File: config.mk
export PLATFORM = sky130hd
export DESIGN_NAME = regfile_op_sequencer
export DESIGN_NICKNAME = d
export VERILOG_FILES = /design/src/rtl/regfile_op_sequencer.sv
export SDC_FILE = /design/constraint.sdc
export NUM_CORES = 1
export LEC_CHECK = 0
export CORE_MARGIN = 2
export CORE_UTILIZATION = 40
export DETAILED_ROUTE_END_ITERATION = 8
export GPL_TIMING_DRIVEN = 0
export PLACE_DENSITY = 0.78
export RECOVER_POWER = 50
export SLEW_MARGIN = 15
export SYNTH_ARGS = -nofsm -noshare
export SYNTH_HDL_FRONTEND = slang
export SYNTH_SLANG_ARGS = --single-unit
File: constraint.sdc
create_clock -name clk -period 3.2 [get_ports clk]
set_input_delay 0.64 -clock clk [delete_from_list [all_inputs] [get_ports clk]]
set_output_delay 0.64 -clock clk [all_outputs]
set_load 0.02 [all_outputs]
File: src/rtl/regfile_op_sequencer.sv
// Execute/writeback sequencer for the 8x8 2R1W register file: READ -> EXEC -> WRITE per instruction.
// Optional STATUS_FLAGS_EN adds registered zero_flag/carry_flag outputs updated in EXEC.
module regfile_op_sequencer #(
  parameter int DATA_WIDTH = 8,
  parameter int ADDR_WIDTH = 3
) (
  input  logic                  clk,
  input  logic                  rst_n,
  input  logic                  instr_valid,
  output logic                  instr_ready,
  input  logic [2:0]            instr_op,
  input  logic [ADDR_WIDTH-1:0] instr_rd,
  input  logic [ADDR_WIDTH-1:0] instr_rs1,
  input  logic [ADDR_WIDTH-1:0] instr_rs2,
  output logic [ADDR_WIDTH-1:0] read_address_1,
  output logic [ADDR_WIDTH-1:0] read_address_2,
  output logic                  read_enable,
  input  logic [DATA_WIDTH-1:0] read_data_1,
  input  logic [DATA_WIDTH-1:0] read_data_2,
  output logic [ADDR_WIDTH-1:0] write_address,
  output logic [DATA_WIDTH-1:0] write_data,
  output logic                  write_enable,
  output logic                  done,
  output logic                  busy
`ifdef STATUS_FLAGS_EN
  ,
  output logic                  zero_flag,
  output logic                  carry_flag
`endif
);

  typedef enum logic [1:0] {IDLE, READ, EXEC, WRITE} state_e;
  typedef enum logic [2:0] {
    OP_ADD = 3'b000, OP_SUB = 3'b001, OP_AND = 3'b010, OP_OR  = 3'b011,
    OP_XOR = 3'b100, OP_MOV = 3'b101, OP_NOT = 3'b110, OP_SHL = 3'b111
  } op_e;

  state_e                state_q, state_d;
  op_e                   op_q, op_d;
  logic [ADDR_WIDTH-1:0] rd_q, rd_d, rs1_q, rs1_d, rs2_q, rs2_d, wr_addr_q, wr_addr_d;
  logic [DATA_WIDTH-1:0] result_q, result_d;
  logic                  ready_q, ready_d, busy_q, busy_d, ren_q, ren_d, wen_q, wen_d;
  logic [DATA_WIDTH-1:0] alu_res;
  logic                  alu_carry;
  logic [DATA_WIDTH:0]   sum_ext;

  always_comb begin
    alu_res   = '0;
    alu_carry = 1'b0;
    sum_ext   = {1'b0, read_data_1} + {1'b0, read_data_2};
    unique case (op_q)
      OP_ADD: begin alu_res = sum_ext[DATA_WIDTH-1:0]; alu_carry = sum_ext[DATA_WIDTH]; end
      OP_SUB: begin alu_res = read_data_1 - read_data_2; alu_carry = (read_data_1 < read_data_2); end
      OP_AND: alu_res = read_data_1 & read_data_2;
      OP_OR:  alu_res = read_data_1 | read_data_2;
      OP_XOR: alu_res = read_data_1 ^ read_data_2;
      OP_MOV: alu_res = read_data_1;
      OP_NOT: alu_res = ~read_data_1;
      OP_SHL: begin alu_res = {read_data_1[DATA_WIDTH-2:0], 1'b0}; alu_carry = read_data_1[DATA_WIDTH-1]; end
      default: alu_res = '0;
    endcase
  end

`ifdef STATUS_FLAGS_EN
  logic zero_q, zero_d, carry_q, carry_d;
  assign zero_flag  = zero_q;
  assign carry_flag = carry_q;
`endif

  always_comb begin
    state_d   = state_q;
    op_d      = op_q;
    rd_d      = rd_q;
    rs1_d     = rs1_q;
    rs2_d     = rs2_q;
    wr_addr_d = wr_addr_q;
    result_d  = result_q;
`ifdef STATUS_FLAGS_EN
    zero_d    = zero_q;
    carry_d   = carry_q;
`endif
    unique case (state_q)
      IDLE: if (instr_valid && ready_q) begin
        op_d    = op_e'(instr_op);
        rd_d    = instr_rd;
        rs1_d   = instr_rs1;
        rs2_d   = instr_rs2;
        state_d = READ;
      end
      READ: state_d = EXEC;
      EXEC: begin
        // Operands sampled at the end of EXEC so a registered-read file also works.
        result_d  = alu_res;
        wr_addr_d = rd_q;
`ifdef STATUS_FLAGS_EN
        zero_d    = (alu_res == '0);
        carry_d   = alu_carry;
`endif
        state_d   = WRITE;
      end
      WRITE: state_d = IDLE;
      default: state_d = IDLE;
    endcase
    // Handshake/enable outputs are registered from the next state.
    ready_d = (state_d == IDLE);
    busy_d  = (state_d != IDLE);
    ren_d   = (state_d == READ) || (state_d == EXEC);
    wen_d   = (state_d == WRITE);
  end

  always_ff @(posedge clk or negedge rst_n) begin
    if (!rst_n) begin
      state_q   <= IDLE;
      op_q      <= OP_ADD;
      rd_q      <= '0;
      rs1_q     <= '0;
      rs2_q     <= '0;
      wr_addr_q <= '0;
      result_q  <= '0;
      ready_q   <= 1'b1;
      busy_q    <= 1'b0;
      ren_q     <= 1'b0;
      wen_q     <= 1'b0;
`ifdef STATUS_FLAGS_EN
      zero_q    <= 1'b0;
      carry_q   <= 1'b0;
`endif
    end else begin
      state_q   <= state_d;
      op_q      <= op_d;
      rd_q      <= rd_d;
      rs1_q     <= rs1_d;
      rs2_q     <= rs2_d;
      wr_addr_q <= wr_addr_d;
      result_q  <= result_d;
      ready_q   <= ready_d;
      busy_q    <= busy_d;
      ren_q     <= ren_d;
      wen_q     <= wen_d;
`ifdef STATUS_FLAGS_EN
      zero_q    <= zero_d;
      carry_q   <= carry_d;
`endif
    end
  end

  assign instr_ready    = ready_q;
  assign busy           = busy_q;
  assign read_enable    = ren_q;
  assign write_enable   = wen_q;
  assign done           = wen_q;
  assign read_address_1 = rs1_q;
  assign read_address_2 = rs2_q;
  assign write_address  = wr_addr_q;
  assign write_data     = result_q;

endmodule

# Yosys cells after proc, flatten, opt, wreduce, memory -nomap -nowiden
# Index checks and enable logic that the tools add are counted.
dict set report totals {
  regBits 29
  input_bits 31
  out_inout_bits 22
  word_cells 40
}
dict set report op_classes {
  addsub 2
  eq_ne 13
  n_mux 3
  bitwise 4
  n_reduce_logical 7
}
# op n
set op_table {}
lappend op_table {{$pmux W8 S8} 1}
lappend op_table {{$eq A3 B3 Y1 const B} 4}
lappend op_table {{$add A8 B8 Y8} 1}
lappend op_table {{$and A8 B8 Y8} 1}
lappend op_table {{$eq A2 B2 Y1 const B} 4}
lappend op_table {{$not A8 Y8} 1}
lappend op_table {{$or A8 B8 Y8} 1}
lappend op_table {{$pmux W2 S4} 1}
lappend op_table {{$sub A8 B8 Y8} 1}
lappend op_table {{$xor A8 B8 Y8} 1}
lappend op_table {{$eq A3 B2 Y1 const B} 2}
lappend op_table {{$eq A2 B1 Y1 const B} 2}
lappend op_table {{$logic_not A2 Y1} 2}
lappend op_table {{$eq A3 B1 Y1 const B} 1}
lappend op_table {{$logic_not A3 Y1} 1}
lappend op_table {{$mux W2} 1}
lappend op_table {{$reduce_and A2 Y1} 1}
lappend op_table {{$reduce_bool A2 Y1} 1}
lappend op_table {{$logic_and A1 B1 Y1} 1}
lappend op_table {{$logic_or A1 B1 Y1} 1}

# Depth between registers and ports, before layout
# Gate-level depths: netlist (run 1).
dict set report logic_depth {
  ltp_word 5
  mapped_depth 10
  mapped_depth_nobuf 10
}

# Worst setup path after synthesis (run 1)
# OpenSTA, ideal clock, no wires.
dict set report synth_path {
  path_kind {input -> register}
  start {input read_data_2[0]}
  end {register result_q[3], in the netlist write_data[3]}
  arrival_time_ps 2481
  t_required_ps 3075
  slack_ps 595
  stages 10
  n_path_buf 0
  cell_sequence {inv_1 ha_1 nor2_1 xnor2_1 ha_1 a21oi_1 nand2_1 xnor2_1 mux4_2 mux2_2}
}
dict set report synth_between {
  elab_chain_len 2
  word_cells_on_any_way 3
  cone_classes {add/sub: 2; mux: 1}
}
# element line
set synth_lines {}
lappend synth_lines {{start, declared} 19} ;# input logic [DATA_WIDTH-1:0] read_data_2,
lappend synth_lines {{$sub A8 B8 Y8 / $add A8 B8 Y8 (equally long branches)} {53, 50}}
lappend synth_lines {{$pmux W8 S8 *} 51} ;# unique case (op_q)
lappend synth_lines {{end signal, assigned} 135} ;# result_q <= result_d;
lappend synth_lines {{end, declared} 41} ;# logic [DATA_WIDTH-1:0] result_q, result_d;
# Every way passes the cells marked *; elsewhere a longest branch is shown, timed or not.
# A chain may end at the register's enable or synchronous reset.

# Worst setup path after layout (run 1)
dict set report layout_path {
  start {input read_data_2[1]}
  end {register result_q[3], in the netlist write_data[3]}
}
# The elaborated chain is that of the path after synthesis.

==> results of run 1 <==
-- Yosys cell counts, drive strengths merged, types with 5 or more instances --
library cell / n
dfrtp: 28
ha: 28
inv: 28
mux2: 20
a21oi: 19
nor2: 16
o21ai: 13
nand2: 12
xnor2: 9
buf: 8
a31oi: 7
nand2b: 6
mux2i: 5
nor3: 5
-- layer usage --
| metal | GRT usage | vias to the layer above | routed length [um] |
|---|---|---|---|
| met5 | 0 | - | 0 |
| met4 | 0.03103 | 0 | 31 |
| met3 | 0.04318 | 4 | 281 |
| met2 | 0.3059 | 42 | 2729 |
| met1 | 0.2397 | 891 | 2209 |
| li1 | - | 939 | - |
-- worst paths after layout --
| kind | start | cells after the start | slack, ns | to |
|---|---|---|---|---|
| hold / removal | rd_q[2] | 1 | 0.50 | write_address[2] |
| setup reg to reg | op_q[0] | 9 | 0.25 | write_data[3] |
| max in group asynchronous | rst_n | 1 | 1.61 | write_address[2] |
| hold reg to reg | rd_q[2] | 1 | 0.50 | write_address[2] |
| setup / recovery | read_data_2[1] | 11 | 0.10 | write_data[3] |
| min in group asynchronous | rst_n | 1 | 0.72 | busy |
-- through the flow --
step | power [W] | hold WS [ns] | worst slack, ns | cell area [um^2] | cells
final | 0.002705 | 0.5005 | 0.1046 | 2965 | 368
after global routing | 0.002937 | 0.5313 | 0.001295 | 2965 | 368
after CTS | 0.002735 | 0.3990 | 0.05941 | 2959 | 368
after detailed placement | 0.002397 | 0.4867 | -0.2977 | 2854 | 360
after global placement | 0.002351 | 0.4806 | -0.2135 | 2859 | 360
after floorplan | 0.001804 | 0.3444 | 0.5947 | 2248 | 236
-- flip-flops by register name, indices dropped and copies added, names as in the netlist --
signal,flops
write_address,3
busy,1
rd_q,3
instr_ready,1
read_enable,1
read_address_2,3
read_address_1,3
write_data,8
state_q,2
op_q,3
done,1
-- cells by family (layout without fill, tap and decap cells) --
kind of cell    Yosys count  after routing
buf+inv                  39             99
fa+ha+maj                29             29
xor+xnor                 10             10
simple gates             46             46
flops                    29             29
compound gates           55             55
mux                      28             28
-- final cells by class --
class,instances,area (um^2),area share
Multi-Input combinational cell,168,1370,0.4620
Clock inverter,1,5.005,0.001688
Buffer,11,55.05,0.01857
Inverter,28,105.1,0.03544
Timing Repair Buffer,52,516.7,0.1743
Sequential cell,29,726.9,0.2451
Tap cell,72,90.09,0.03038
Clock buffer,7,96.34,0.03249
-- worst max-delay path, stage by stage --
cell and delay, ns:
clkdlybuf4s50_1 0.52, inv_1 0.08, ha_2 0.20, nor2_2 0.12
xnor2_1 0.07, ha_1 0.36, a21oi_2 0.22, nand2_1 0.11
xnor2_1 0.14, mux4_2 0.49, mux2_2 0.29
-- power breakdown --
| group | internal (W) | switching, W | total, W |
|---|---|---|---|
| Combinational | 0.000813 | 0.000919 | 0.00173 |
| Clock | 0.000194 | 0.000128 | 0.000322 |
| Sequential | 0.000561 | 0.0000895 | 0.000651 |
-- what timing repair did --
item / 4_1_cts / 5_1_grt
resized for setup: 1 / 3
setup endpoints to repair: 1 / 2
pin swaps: 0 / 2
==> metrics.md, run 1 <==
| Metric | Value |
|---|---|
| Most frequent cells in the layout | `clkdlybuf4s50_1, dfrtp_1, inv_1, ha_1, mux2_2` |
| Vias | `1876` |
| Die height | `78.98 um` |
| Rel. slew slack | `0.005095` |
| Cell Area, Synth | `0.002248 mm^2` |
| Max Freq | `0.3231 GHz` |
| CTS root buf | `clkbuf_8` |
| Worst-Skew Late Latency | `about 0.27 ns` |
| TritonCTS Sinks | `29` |
| Register area share after synthesis | `0.3233` |
| Largest family of logic cells by synthesized area | `adder cells` |
| Setup Total Neg Slack | `0 ns` |
| WL per Instance | `approximately 14 um` |
| Largest cells by area after synthesis | `dfrtp_1, ha_1, mux2_2` |
| Vias per cell | `~5.1` |
| XOR/XNOR Fraction of Synth Area | `0.03895` |
| Final worst path period share | `0.9673` |
| Cell count after synthesis | `236` |
| Status | `finished, violations left` |
| FP Rows | `27` |
| PD cells | `between 900 and 1000 mW/mm^2` |
| Post-CTS Setup Repair Bufs | `0` |
| Buffers on Ports | `52` |
| Critical path class | `input port to flip-flop` |
| Vias in the first global route | `1922` |
| Syn Area/Cell | `9.527 um^2` |
| Synth area leader | `dfrtp_1` |
| Layout cells sized above 1 | `0.1486` |
| Number of flops mapped to enable cells by yosys | `0` |
| DR DRC count | `0` |
| Placer Congestion | `0.8817` |
| Maximum vdd ir drop | `0.5371 mV` |
| Flop and latch count out of synthesis | `29` |
| Util after Layout | `0.5418` |
| FFs w/ async S/R, synth | `1.000` |
| # setup viols final | `0` |
| Worst Tran Pin Value | `approximately 1.5 ns` |
| # diodes | `0` |
| Drt initial violations | `91` |
| Unique cell type count in the Yosys netlist | `40` |
| Worst Clk Skew | `0.002349 ns` |
| Final Hold Vio Count | `0` |
| Post-DRT Antenna Nets | `0` |
| Area share of fa/ha/maj cells after synthesis | `0.1647` |
| Gr usage total | `0.1810` |
| Die Footprint | `between 0.006 and 0.007 mm^2` |
| RSZ-0062 raised after global routing | `no` |
| Critical path required time | `roughly 3.4 ns` |
| Max Fanout on Critical Path | `4` |
| Number of clock buffers inserted by TritonCTS | `5` |
| Mapped Nets | `between 200 and 300` |
| CTS tree | `built` |
| Initial antenna violation count | `0` |
| Largest net degree at the start of global routing | `30` |
| CP startpoint kind | `input port` |
| CTS H-tree lvls | `2` |
| Main synth FF type | `dfrtp_1` |
| Reg clk slew, reported paths | `0.06 ns` |
| CTS max path bufs | `2` |
| Hold Path Class | `flip-flop to flip-flop` |
| Post-CTS Hold Buffers | `0` |
| Leak Pwr | `about 1.3 nW` |
| DP Wirelength | `roughly 4200 um` |
| Arr. time, crit path | `approximately 3.3 ns` |
| Synth top area share | `0.3116` |
| Fillcell total | `about 500` |
| Max Slew Vio Count | `0` |
| Die Wd | `between 70 and 80 um` |
| Most common cell after layout, fill and taps aside | `clkdlybuf4s50_1` |
| Failing checks | `max-capacitance violations` |
| Max cap viols | `1` |
| DR pass1 iterations | `4` |
| Starting Density | `0.4108` |
| First-pass GRT wire length | `a little under 9000 um` |
| Layout area overhead | `31.89%` |
| Drt total wl | `approximately 5300 um` |
| Worst setup EP type | `flip-flop` |
| Post-Synth Simple-Gate Area | `0.09961` |
| Grt total ovfl | `0` |
| Final worst path period need | `3.095 ns` |
| Placeable Area | `around 0.0055 mm^2` |
| Complex-gate fraction of the synthesized area | `0.1480` |
| IO Pins | `53` |
| Post-synthesis mux area share | `0.1541` |
| Nets | `between 300 and 400` |
| Ys Warns | `0` |
Note: power is estimated with default switching activity, not from simulation.
==> run 2: changes to the inputs <==
REMOVE_ABC_BUFFERS = 1   (was unset)
==> metrics.md, run 2 (synthesis gave the netlist of run 1 again) <==
| Metric | Value |
|---|---|
| R2R Setup Slk | `0.24 ns (about the same)` |
| CTS root buf | `clkbuf_8` |
| DR DRC count | `0 (unchanged)` |
| Rel. slew slack | `-0.01601 (-0.02110)` |
| CTS max path bufs | `2 (unchanged)` |
| Drt initial violations | `156 (+71%)` |
| CTS tree | `built` |
| FP Rows | `27 (unchanged)` |
| Most common cell after layout, fill and taps aside | `clkdlybuf4s50_1` |
| Failing checks | `max-capacitance violations, max-slew violations` |
| Number of clock buffers inserted by TritonCTS | `5 (unchanged)` |
| Status | `finished, violations left` |
| Final Hold Vio Count | `0 (unchanged)` |
| Critical path class | `input port to flip-flop` |
| Starting Density | `0.4108 (unchanged)` |
| Max Fanout on Critical Path | `4 (unchanged)` |
| Worst Setup Slack, final | `0.1186 ns (+0.01400 ns)` |
| Reg clk slew, reported paths | `0.06 ns (about the same)` |
| Final worst path period share | `0.9629 (-0.004374)` |
| # setup viols final | `0 (unchanged)` |
| Drt total wl | `4876 um (-7.2%)` |
| DP Wirelength | `3692 um (-11%)` |
| Layout cells sized above 1 | `0.1298 (-0.01882)` |
| Placer Congestion | `0.8656 (-1.8%)` |
| Worst Tran Pin Value | `1.524 ns (+0.03165 ns)` |
| Vias | `1848 (-1.5%)` |
| IO Pins | `53 (unchanged)` |
| WL per Instance | `13.66 um (-4.3%)` |
| Post-CTS Setup Repair Bufs | `0 (unchanged)` |
| # diodes | `0 (unchanged)` |
| Arr. time, crit path | `3.24 ns (about the same)` |
| Critical path required time | `3.35 ns (about the same)` |
| Post-DRT Antenna Nets | `0 (unchanged)` |
| Vias in the first global route | `1818 (-5.4%)` |
| Grt total ovfl | `0 (unchanged)` |
| Vias per cell | `5.176 (+1.5%)` |
| Die Wd | `78.98 um (unchanged)` |
| Worst-Skew Late Latency | `0.27 ns (about the same)` |
| Maximum vdd ir drop | `0.5130 mV (-4.5%)` |
| TritonCTS Sinks | `29 (unchanged)` |
| Worst Clk Skew | `0.005555 ns (+0.003206 ns)` |
| Buffers on Ports | `52 (unchanged)` |
| Layout area overhead | `29.33%` |
| Hold Path Class | `flip-flop to flip-flop` |
| Gr usage total | `0.1607 (-0.02027)` |
| CTS H-tree lvls | `2 (unchanged)` |
| Nets | `344 (-3.1%)` |
| First-pass GRT wire length | `8093 um (-8.6%)` |
| DR pass1 iterations | `4 (unchanged)` |
| Worst setup EP type | `flip-flop` |
| Util after Layout | `0.5313 (-0.01052)` |
| Max reg flops | `8 (unchanged)` |
| Post-CTS Hold Buffers | `0 (unchanged)` |
| Most frequent cells in the layout | `clkdlybuf4s50_1, ha_1, inv_1, dfrtp_1, mux2_2` |
| PD cells | `900.0 mW/mm^2 (-1.4%)` |
| Die height | `78.98 um (unchanged)` |
| Max cap viols | `1 (unchanged)` |
| Die Footprint | `0.006237 mm^2 (unchanged)` |
| Leak Pwr | `1.290 nW (-3.2%)` |
| Placeable Area | `0.005473 mm^2 (unchanged)` |
| Max Freq | `0.3245 GHz (+0.45%)` |
| Final worst path period need | `3.081 ns (-0.01400 ns)` |
| Dpl ws | `-0.1506 ns (+0.1471 ns)` |
| Largest net degree at the start of global routing | `33 (+10%)` |
| Initial antenna violation count | `0 (unchanged)` |
| CP startpoint kind | `input port` |
| Max Slew Vio Count | `30 (+30)` |
-- run 2: changes by cell type in the layout (fill, tap and decap cells not counted), sizes merged --
cell / before / now
buf: 8 / 0
clkbuf: 11 / 8
dlygate4sd3: 4 / 5
dlymetal6s2s: 1 / 0
-- run 2: power by group --
group | switching, W | leakage, nW | internal [W]
Clock | 0.000129 | 0.0542 | 0.000194
Combinational | 0.000752 | 0.894 | 0.000774
Sequential | 0.000208 | 0.341 | 0.000560
Total | 0.00109 | 1.29 | 0.00153
-- run 2: cell type report --
cell class	count	area, um^2
well taps	72	90.09
clock inverters	1	5.005
multi-input cells	168	1369
repair buffers	52	514.2
flip-flops and latches	29	728.2
inverters	28	105.1
fillers	506	2565
clock buffers	7	96.34
-- run 2: path summary, 6_finish.rpt --
path                                         from                end  cells past startpoint
worst max-delay path               read_data_2[0]      write_data[3]                     11
worst min-delay path            read_address_2[0]  read_address_2[0]                      1
worst max register to register            op_q[1]      write_data[3]                      8
worst min register to register  read_address_2[0]  read_address_2[0]                      1
max in group asynchronous                   rst_n            op_q[0]                      1
min in group asynchronous                   rst_n         state_q[1]                      1
-- run 2: what timing repair did --
item	4_1_cts	5_1_grt
setup endpoints to repair	1	2
cloned	0	0
gates resized for setup	1	2
-- run 2: critical path: stages --
cell,delay [ns]
clkdlybuf4s50_1,0.55
inv_1,0.09
ha_1,0.24
nor2_1,0.14
xnor2_1,0.13
ha_1,0.31
a21oi_2,0.17
nand2_1,0.11
xnor2_1,0.14
mux4_2,0.45
mux2_2,0.27
-- run 2: routing by layer --
layer / global-route usage / vias to the layer above / share of wire
met5: 0 / - / 0
met4: 0.03621 / 0 / 0.0035
met3: 0.02841 / 2 / 0.033
met2: 0.2814 / 44 / 0.52
met1: 0.2071 / 889 / 0.45
li1: - / 913 / -
-- run 2: through the flow --
stage / std cells / hold WS [ns] / cell area [um^2] / total power [W] / TNS [ns]
after floorplan: 225 / 0.3444 / 2193 / 0.001753 / 0
after global placement: 349 / 0.4806 / 2804 / 0.002256 / -0.2305
after detailed placement: 349 / 0.4915 / 2799 / 0.002306 / -0.3228
after CTS: 357 / 0.4071 / 2902 / 0.002636 / 0
after global routing: 357 / 0.5216 / 2908 / 0.002836 / -0.002902
final: 357 / 0.5029 / 2908 / 0.002617 / 0
==> run 3: changes to the inputs <==
SLEW_MARGIN = 20   (was 15)
==> results of run 3 <==
Same layout as run 2: the final DEF is identical, and so are final timing and power.
